<file path="config.mk">
export PLATFORM = sky130hd
export DESIGN_NAME = cell3_bist_ctrl_flat
export DESIGN_NICKNAME = d
export VERILOG_FILES = /design/src/rtl/cell3_bist_ctrl_if.sv /design/src/rtl/cell3_bist_ctrl.sv /design/src/flat_wrapper.sv
export SDC_FILE = /design/constraint.sdc
export NUM_CORES = 1
export LEC_CHECK = 0
export ABC_AREA = 1
export BUFFER_PORTS_ARGS = -buffer_cell sky130_fd_sc_hd__buf_2
export CAP_MARGIN = 5
export CORE_AREA = 5 5 53 55
export DETAILED_ROUTE_END_ITERATION = 16
export DIE_AREA = 0 0 58 60
export PLACE_DENSITY = 0.81
export SLEW_MARGIN = 25
export SYNTH_ARGS = -nofsm -noshare
export SYNTH_HDL_FRONTEND = slang
export SYNTH_SLANG_ARGS = --single-unit
</file>
<file path="constraint.sdc">
create_clock -name CLK -period 2.75 [get_ports CLK]
set_input_delay 0.1375 -clock CLK [delete_from_list [all_inputs] [get_ports CLK]]
set_output_delay 0.1375 -clock CLK [all_outputs]
set_load 0.05 [all_outputs]
</file>
<file path="src/rtl/cell3_bist_ctrl_if.sv">
// Signal bundle between the BIST controller and its cell-under-test harness.
// master = controller side (drives CUT inputs and results); slave = harness side.
interface cell3_bist_ctrl_if;
  logic       START;
  logic       ZN;
  logic       A1;
  logic       A2;
  logic       A3;
  logic       BUSY;
  logic       DONE;
  logic       PASS;
  logic [3:0] ERR_CNT;
  logic [2:0] FAIL_IDX;

  modport master (
    input  START, ZN,
    output A1, A2, A3, BUSY, DONE, PASS, ERR_CNT, FAIL_IDX
  );

  modport slave (
    output START, ZN,
    input  A1, A2, A3, BUSY, DONE, PASS, ERR_CNT, FAIL_IDX
  );
endinterface

</file>
<file path="src/rtl/cell3_bist_ctrl.sv">
// Exhaustive 3-input cell BIST: sweeps {A3,A2,A1} over 0..7 PASSES times, holding each
// vector SETTLE cycles before checking ZN against EXPECT_TT; reports PASS/ERR_CNT/FAIL_IDX.
module cell3_bist_ctrl #(
  parameter logic [7:0] EXPECT_TT = 8'h7F,
  parameter int         SETTLE    = 2,
  parameter int         PASSES    = 1
) (
  input  logic                  CLK,
  input  logic                  RST,
  cell3_bist_ctrl_if.master     bus,
  output logic [1:0]            dbg_state
);

  if (SETTLE < 1 || SETTLE > 15) begin : g_bad_settle
    $error("cell3_bist_ctrl: SETTLE must be in 1..15");
  end
  if (PASSES < 1 || PASSES > 4) begin : g_bad_passes
    $error("cell3_bist_ctrl: PASSES must be in 1..4");
  end

  localparam logic [3:0] SETTLE_LAST = 4'(SETTLE - 1);
  localparam logic [1:0] PASS_LAST   = 2'(PASSES - 1);

  typedef enum logic [1:0] {
    IDLE   = 2'd0,
    DRIVE  = 2'd1,
    SAMPLE = 2'd2
  } state_t;

  state_t     state, state_n;
  logic [2:0] vec, vec_n;
  logic [1:0] pass_cnt, pass_cnt_n;
  logic [3:0] settle_cnt, settle_cnt_n;
  logic [2:0] a_q, a_n;
  logic       busy_q, busy_n;
  logic       done_q, done_n;
  logic       pass_q, pass_n;
  logic [3:0] err_q, err_n;
  logic [2:0] fidx_q, fidx_n;
  logic       mismatch;
  logic [3:0] err_sample;

  // Case-equality so an X/Z response from the cell is never accepted as good.
  assign mismatch = !(bus.ZN === EXPECT_TT[vec]);

  always_ff @(posedge CLK or posedge RST) begin
    if (RST) begin
      state      <= IDLE;
      vec        <= 3'd0;
      pass_cnt   <= 2'd0;
      settle_cnt <= 4'd0;
      a_q        <= 3'd0;
      busy_q     <= 1'b0;
      done_q     <= 1'b0;
      pass_q     <= 1'b0;
      err_q      <= 4'd0;
      fidx_q     <= 3'd0;
    end else begin
      state      <= state_n;
      vec        <= vec_n;
      pass_cnt   <= pass_cnt_n;
      settle_cnt <= settle_cnt_n;
      a_q        <= a_n;
      busy_q     <= busy_n;
      done_q     <= done_n;
      pass_q     <= pass_n;
      err_q      <= err_n;
      fidx_q     <= fidx_n;
    end
  end

  always_comb begin
    state_n      = state;
    vec_n        = vec;
    pass_cnt_n   = pass_cnt;
    settle_cnt_n = settle_cnt;
    a_n          = a_q;
    busy_n       = busy_q;
    done_n       = done_q;
    pass_n       = pass_q;
    err_n        = err_q;
    fidx_n       = fidx_q;
    err_sample   = err_q;

    case (state)
      IDLE: begin
        if (bus.START) begin
          state_n      = DRIVE;
          vec_n        = 3'd0;
          pass_cnt_n   = 2'd0;
          settle_cnt_n = 4'd0;
          a_n          = 3'd0;
          err_n        = 4'd0;
          fidx_n       = 3'd0;
          done_n       = 1'b0;
          pass_n       = 1'b0;
          busy_n       = 1'b1;
        end
      end

      DRIVE: begin
        if (settle_cnt == SETTLE_LAST) begin
          state_n      = SAMPLE;
          settle_cnt_n = 4'd0;
        end else begin
          settle_cnt_n = settle_cnt + 4'd1;
        end
      end

      SAMPLE: begin
        if (mismatch) begin
          err_sample = (err_q == 4'd15) ? 4'd15 : err_q + 4'd1;
          if (err_q == 4'd0) fidx_n = vec;
        end
        err_n = err_sample;
        if (vec != 3'd7) begin
          vec_n   = vec + 3'd1;
          a_n     = vec + 3'd1;
          state_n = DRIVE;
        end else if (pass_cnt != PASS_LAST) begin
          vec_n      = 3'd0;
          a_n        = 3'd0;
          pass_cnt_n = pass_cnt + 2'd1;
          state_n    = DRIVE;
        end else begin
          // vec is left at 7; only the CUT inputs return to 0.
          state_n = IDLE;
          a_n     = 3'd0;
          busy_n  = 1'b0;
          done_n  = 1'b1;
          pass_n  = (err_sample == 4'd0);
        end
      end

      default: state_n = IDLE;
    endcase
  end

  assign bus.A1       = a_q[0];
  assign bus.A2       = a_q[1];
  assign bus.A3       = a_q[2];
  assign bus.BUSY     = busy_q;
  assign bus.DONE     = done_q;
  assign bus.PASS     = pass_q;
  assign bus.ERR_CNT  = err_q;
  assign bus.FAIL_IDX = fidx_q;
  assign dbg_state    = state;

endmodule

</file>
<file path="src/flat_wrapper.sv">
// flat-port wrapper written by rule: the top's interface ports become plain ports
module cell3_bist_ctrl_flat 
#(
  parameter logic [7:0] EXPECT_TT = 8'h7F,
  parameter int         SETTLE    = 2,
  parameter int         PASSES    = 1
)
  (CLK, RST, dbg_state, bus_START, bus_ZN, bus_A1, bus_A2, bus_A3, bus_BUSY, bus_DONE, bus_PASS, bus_ERR_CNT, bus_FAIL_IDX);
  cell3_bist_ctrl_if bus_i ();
  input  logic CLK;
  input  logic RST;
  output logic [1:0] dbg_state;
  input wire logic [$bits(bus_i.START)-1:0] bus_START;
  input wire logic [$bits(bus_i.ZN)-1:0] bus_ZN;
  output wire logic [$bits(bus_i.A1)-1:0] bus_A1;
  output wire logic [$bits(bus_i.A2)-1:0] bus_A2;
  output wire logic [$bits(bus_i.A3)-1:0] bus_A3;
  output wire logic [$bits(bus_i.BUSY)-1:0] bus_BUSY;
  output wire logic [$bits(bus_i.DONE)-1:0] bus_DONE;
  output wire logic [$bits(bus_i.PASS)-1:0] bus_PASS;
  output wire logic [$bits(bus_i.ERR_CNT)-1:0] bus_ERR_CNT;
  output wire logic [$bits(bus_i.FAIL_IDX)-1:0] bus_FAIL_IDX;
  assign bus_i.START = bus_START;
  assign bus_i.ZN = bus_ZN;
  assign bus_A1 = bus_i.A1;
  assign bus_A2 = bus_i.A2;
  assign bus_A3 = bus_i.A3;
  assign bus_BUSY = bus_i.BUSY;
  assign bus_DONE = bus_i.DONE;
  assign bus_PASS = bus_i.PASS;
  assign bus_ERR_CNT = bus_i.ERR_CNT;
  assign bus_FAIL_IDX = bus_i.FAIL_IDX;
  cell3_bist_ctrl #(.EXPECT_TT(EXPECT_TT), .SETTLE(SETTLE), .PASSES(PASSES)) u_core (.CLK(CLK), .RST(RST), .bus(bus_i), .dbg_state(dbg_state));
endmodule
</file>
# Word-level counts from Yosys, hierarchy flattened
# Memory sizes are Yosys's and may differ from the RTL's.
# Index checks and enable logic that the tools add are counted.
[word_totals]
inputBits = 4
memories = 1
word_cells = 80
mem_bits_ro = 8
output_inout_bits = 15
register_bits = 24
[classes]
eq_ne = 14
n_reduce_logical = 13
n_addsub = 4
n_lt_le_gt_ge = 1
n_mux = 37
[mem_list]
columns = ["memory", "words", "width", "read_ports", "rd_ports_with_merged_regs", "wr", "line_no", "source"]
rows = [
  ["(no name shown)", 8, 1, 1, 0, 0, "cell3_bist_ctrl.sv:44", "assign mismatch = !(bus.ZN === EXPECT_TT[vec]);"],
]
[ops]
columns = ["op", "n"]
rows = [
  ["4-bit 2-to-1 mux", 5],
  ["3-bit 2-to-1 mux", 6],
  ["3-bit case mux with 2 select lines", 3],
  ["4-bit case mux with 2 select lines", 2],
  ["2-bit 2-to-1 mux", 6],
  ["4-bit AND reduction", 3],
  ["1-bit 2-to-1 mux", 10],
  ["4-bit by 1-bit adder with 4-bit output, second input constant", 2],
  ["4-bit logical NOT", 2],
  ["2-bit inequality test, second input constant", 4],
  ["2-bit by 1-bit inequality test with 1-bit output, second input constant", 3],
  ["1-bit case mux with 2 select lines", 3],
  ["2-bit case mux with 3 select lines", 1],
  ["2-bit AND reduction", 3],
  ["2-bit nonzero test", 3],
  ["4-bit by 1-bit equality test with 1-bit output, second input constant", 1],
  ["4-bit equality test, second input constant", 1],
  ["3-bit by 4-bit < comparator with 1-bit output, second input constant", 1],
  ["2-bit case mux with 2 select lines", 1],
  ["3-bit by 1-bit adder with 3-bit output, second input constant", 1],
  ["3-bit by 1-bit inequality test with 1-bit output, second input constant", 1],
  ["3-bit inequality test, second input constant", 1],
  ["3-bit AND reduction", 1],
  ["2-bit by 1-bit adder with 2-bit output, second input constant", 1],
  ["other kinds (4)", 4],
]

# Longest topological paths before layout
[depth]
ltp_word = 9
ltp_mapped = 11

# Worst setup path after synthesis
# OpenSTA, ideal clock, no wires.
[synth_timing]
path_kind = "flip-flop to flip-flop"
startpoint = "reg u_core.err_q[0], in the netlist u_core.bus.ERR_CNT[0]"
endpoint = "reg u_core.pass_q, in the netlist u_core.bus.PASS"
stages_incl_launch_ff = 10
path_slack_ns = 1.201
path_buffers = 0
required_ns = 2.684
arrival_time_ns = 1.483
synth_period_minus_slack_ns = 1.549
path_cell_list = "dfrtp_1 inv_1 ha_1 inv_1 nand2_1 nand2_1 nand2_1 nor2_1 nand3_1 nand2_1"
[synth_via]
elab_chain_len = 8
word_cells_on_any_way = 9
classes_between = "add/sub (1); eq/ne (1); mux (6); reduce/logical (1)"
[synth_lines]
columns = ["item", "line_no", "source"]
rows = [
  ["start, declared", "cell3_bist_ctrl.sv:38", "logic [3:0] err_q, err_n;"],
  ["start signal, assigned", "cell3_bist_ctrl.sv:67", "err_q <= err_n;"],
  ["4-bit by 1-bit adder with 4-bit output or 4-bit equality test (tied branches)", "cell3_bist_ctrl.sv:112", "err_sample = (err_q == 4'd15) ? 4'd15 : err_q + 4'd1;"],
  ["4-bit 2-to-1 mux", "cell3_bist_ctrl.sv:112", ""],
  ["4-bit 2-to-1 mux (*)", "cell3_bist_ctrl.sv:111", "if (mismatch) begin"],
  ["4-bit 2-to-1 mux (*)", "cell3_bist_ctrl.sv:85", "case (state)"],
  ["4-bit logical NOT (*)", "cell3_bist_ctrl.sv:131", "pass_n = (err_sample == 4'd0);"],
  ["1-bit 2-to-1 mux (*)", "cell3_bist_ctrl.sv:120", "end else if (pass_cnt != PASS_LAST) begin"],
  ["1-bit 2-to-1 mux (*)", "cell3_bist_ctrl.sv:116", "if (vec != 3'd7) begin"],
  ["1-bit case mux with 2 select lines (*)", "cell3_bist_ctrl.sv:85", ""],
  ["end signal, assigned", "cell3_bist_ctrl.sv:66", "pass_q <= pass_n;"],
  ["end, declared", "cell3_bist_ctrl.sv:37", "logic pass_q, pass_n;"],
]
# Every way passes the cells marked *; elsewhere a longest branch is shown, timed or not. The select of a mux whose other input is x is not followed.
# A chain may end at the register's enable or synchronous reset.

# Final worst setup path
[layout_timing]
startpoint = "reg u_core.vec[0]"
endpoint = "reg u_core.fidx_q[0], in the netlist u_core.bus.FAIL_IDX[0]"
[layout_via]
elab_chain_len = 5
word_cells_on_any_way = 8
classes_between = "eq/ne (2); mux (4); reduce/logical (1); memory (1)"
[layout_lines]
columns = ["item", "line_no", "source"]
rows = [
  ["start, declared", "cell3_bist_ctrl.sv:31", "logic [2:0] vec, vec_n;"],
  ["start signal, assigned", "cell3_bist_ctrl.sv:60", "vec <= vec_n;"],
  ["memory read 8 x 1 bit", "--", ""],
  ["1-bit 2-to-1 mux (implied by the code)", "cell3_bist_ctrl.sv:44", ""],
  ["1-bit case equality test", "cell3_bist_ctrl.sv:44", ""],
  ["2-bit inequality test (no source line)", "--", ""],
  ["4-bit AND reduction (no source line)", "--", ""],
  ["end signal, assigned", "cell3_bist_ctrl.sv:68", "fidx_q <= fidx_n;"],
  ["end, declared", "cell3_bist_ctrl.sv:39", "logic [2:0] fidx_q, fidx_n;"],
]
# Parallel ways exist; a longest one is shown, timed or not. The select of a mux whose other input is x is not followed.

==> results.sh <==
export IMPL_run_status="complete, but fails checks"
export IMPL_failed_checks="negative hold slack"
export IMPL_critPathMaxFanout=7
export IMPL_nets=192
export IMPL_power_per_cell_area_nw_per_um2=720.8
export IMPL_antenna_found_initial=0
export IMPL_timing_hold_worst_class="input port to async pin"
export IMPL_clock_sink_count=24
export IMPL_clock_fmax_mhz=590.2
export IMPL_clock_latency_reported_for_the_late_side_of_the_worst_skew_pair_ns=0.32
export IMPL_route_detailed_vias_per_inst=5.057
export IMPL_rsz0062_at_grt="false"
export IMPL_cts_hold_repair_buffers=0
export IMPL_holdWs_ns=-0.02452
export IMPL_cts_root_buffer="sky130_fd_sc_hd__clkbuf_4"
export IMPL_clock_tree_buffer_depth=2
export IMPL_fp_dieH_microns=60
export IMPL_wl_microns=2408
export IMPL_timing_max_slew_rel_slack_pct=41.43
export IMPL_fin_util_pct=61.22
export IMPL_leading_cell_type_in_the_layout_fill_and_taps_excluded="sky130_fd_sc_hd__nand2_1"
export IMPL_detail_route_drc_violations=0
export IMPL_finish_instance_area_sq_um=1434
export IMPL_wire_length_per_cell_microns=11.47
export IMPL_timing_rr_start="u_core.vec[0]$_DFFE_PP0P_"
export IMPL_grt_max_degree=25
export IMPL_postRouteAntennaNets=0
export IMPL_slew_violations=0
export IMPL_final_period_minus_worst_setup_slack_ns=1.694
export IMPL_postPlaceCellArea_sq_um=1381
export IMPL_h_tree_depth=1
export IMPL_numCtsBuffers=3
export IMPL_reg2reg_to="u_core.bus.FAIL_IDX[0]$_DFFE_PP0P_"
export IMPL_finalWeightedCongestion=0.9017
export IMPL_post_cts_resize_count=0
export IMPL_ff2ff_path_depth=10
export IMPL_detailedRoute_firstIterationViolations=28
export IMPL_critPathLaunchType="flop"
export IMPL_grt_total_usage_pct=15.81
export IMPL_maxCapViolCount=0
export IMPL_dr_total_vias=1062
export IMPL_die_footprint_sq_um=3480
export IMPL_final_setup_viols=0
export IMPL_dpl_hpwl_microns=1833
export IMPL_post_synth_instance_area_sq_um=1254
export IMPL_dieWidth_microns=58
export IMPL_placeableCoreArea_sq_um=2342
export IMPL_clk_pin_slew_ns=0.14
export IMPL_grt_pass1_vias=1029
export IMPL_final_period_utilization_pct=61.61
export IMPL_timing_worst_slew_pin_value_ns=0.8775
export IMPL_power_static_leakage_nw=0.7644
export IMPL_numPortBuffers=18
export IMPL_count_of_yosys_warnings_during_synthesis=0
export IMPL_tns_ns=0
export IMPL_fin_skew_ns=0.01062
export IMPL_synth_cells=158
export IMPL_first_pass_grt_wire_length_microns=4291
export IMPL_cts_repair_timing_setup_buffer_count=0
export IMPL_layout_common_cells="sky130_fd_sc_hd__nand2_1 (50), sky130_fd_sc_hd__dfrtp_1 (24), sky130_fd_sc_hd__inv_1 (20)"
export IMPL_synthToLayoutAreaGrowth_pct=14.37
export IMPL_timing_hold_violations_final=24
export IMPL_vdd_drop_max_v=0.0003806
export IMPL_insertedDiodeCount=0
export IMPL_seq_cells_post_synth=24
export IMPL_detail_route_first_pass_iterations=5
export IMPL_critical_path_end_type="flop"
export IMPL_placedCellCount=206
export IMPL_reg2reg_setup_slack_ns=1.06
export IMPL_post_syn_nets=169
export IMPL_cts_tree="yes"
export IMPL_grt_overflow_total=0
export IMPL_setup_worst_path_class="flop to flop"
export IMPL_critPathRequiredTime_ns=2.96
export IMPL_arrival_ns=1.90
export IMPL_sequential_fraction_of_the_synthesis_area_pct=47.90
export IMPL_initial_utilization_pct=53.53
export IMPL_rows=18
export IMPL_boundaryPins=19
export IMPL_avgSynthCellArea_sq_um=7.935
export IMPL_final_instance_count_excl_fill=210
export IMPL_share_of_post_route_cells_with_drive_strength_above_1_pct=20.56
export IMPL_synthDistinctLibCells=19
[cells in the mapped netlist]
library cell	instances	area share [%]
sky130_fd_sc_hd__nand2_1	50	15
sky130_fd_sc_hd__dfrtp_1	24	48
sky130_fd_sc_hd__inv_1	20	6.0
sky130_fd_sc_hd__nand3_1	11	4.4
sky130_fd_sc_hd__nor2_1	10	3.0
sky130_fd_sc_hd__o21ai_1	8	3.2
sky130_fd_sc_hd__ha_1	7	7.0
sky130_fd_sc_hd__o21ai_0	5	2.0
sky130_fd_sc_hd__a21oi_1	4	1.6
sky130_fd_sc_hd__inv_2	4	1.2
sky130_fd_sc_hd__nand2_2	4	2.0
sky130_fd_sc_hd__o21ai_2	3	2.1
sky130_fd_sc_hd__nor3_1	2	0.80
sky130_fd_sc_hd__and3_1	1	0.50
sky130_fd_sc_hd__clkinv_4	1	0.70
sky130_fd_sc_hd__nor2_2	1	0.50
sky130_fd_sc_hd__nor2_4	1	0.90
sky130_fd_sc_hd__nor3_2	1	0.80
sky130_fd_sc_hd__o22ai_1	1	0.50
[critical path, cell delays in order (launching register included)]
cell and delay (ns):
sky130_fd_sc_hd__dfrtp_1 0.42, sky130_fd_sc_hd__ha_1 0.20, sky130_fd_sc_hd__ha_1 0.24, sky130_fd_sc_hd__inv_1 0.06, sky130_fd_sc_hd__nand2_1 0.08, sky130_fd_sc_hd__nand2_2 0.14
sky130_fd_sc_hd__inv_2 0.05, sky130_fd_sc_hd__o21ai_1 0.15, sky130_fd_sc_hd__nand2_2 0.11, sky130_fd_sc_hd__nand2_1 0.07, sky130_fd_sc_hd__o21ai_1 0.06
[how the worst max path moves through the flow]
stage                                                  from                                  to  slack, ns  depth (start not counted)
final                             u_core.vec[0]$_DFFE_PP0P_  u_core.bus.FAIL_IDX[0]$_DFFE_PP0P_       1.06                         10
after global routing              u_core.vec[0]$_DFFE_PP0P_  u_core.bus.FAIL_IDX[0]$_DFFE_PP0P_       0.86                         10
after CTS                         u_core.vec[0]$_DFFE_PP0P_  u_core.bus.FAIL_IDX[0]$_DFFE_PP0P_       1.05                         10
after detailed placement          u_core.vec[0]$_DFFE_PP0P_  u_core.bus.FAIL_IDX[0]$_DFFE_PP0P_       1.08                         10
after global placement            u_core.vec[0]$_DFFE_PP0P_  u_core.bus.FAIL_IDX[0]$_DFFE_PP0P_       1.17                         10
after floorplan           u_core.bus.ERR_CNT[0]$_DFFE_PP0P_         u_core.bus.PASS$_DFFE_PP0P_       1.20                          9
[power by group]
group,internal [mW],switching [mW],leakage (nW)
logic,0.0861,0.259,0.445
clock network,0.147,0.107,0.0279
registers,0.393,0.0411,0.292
[through the flow]
stage          worst slack, ns  power (mW)
2_1_floorplan            1.201      0.7041
3_3_place_gp             1.175      0.7771
3_5_place_dp             1.076      0.7854
4_1_cts                  1.051       1.041
5_1_grt                 0.8623       1.099
6_report                 1.056       1.033
[area by class of cell]
cell class                 instances  area, sq um
clock buffer                       3        22.52
fill                             222        908.4
sequential                        24        600.6
timing repair buffer              18        90.09
multi-input combinational        109        554.3
clock inverter                     1        30.03
tap                               30        37.54
inverter                          25        98.84
[layer usage]
layer	part of all wire [%]	global-route usage, %	vias up
met1	46	20.16	487
met4	1.1	5.960	0
met5	0	0	-
met2	49	27.42	29
li1	-	-	542
met3	3.7	1.944	4
[flip-flops by register name, summed over array words and instances, names as in the netlist]
register	cells
u_core.a_q	3
u_core.bus.BUSY	1
u_core.bus.DONE	1
u_core.bus.ERR_CNT	4
u_core.bus.FAIL_IDX	3
u_core.bus.PASS	1
u_core.dbg_state	2
u_core.pass_cnt	2
u_core.settle_cnt	4
u_core.vec	3
[cells by family (layout without fill, tap and decap cells)]
kind of cell               Yosys count  in the layout  synth area share, %
and+or+nand+nor                     81             81                27.84
buffers and inverters               25             47                7.884
DFF                                 24             24                47.90
AOI/OAI and AO/OA                   21             21                9.382
adders and majority gates            7              7                6.986
No activity file was read; power rests on OpenSTA's default activity.
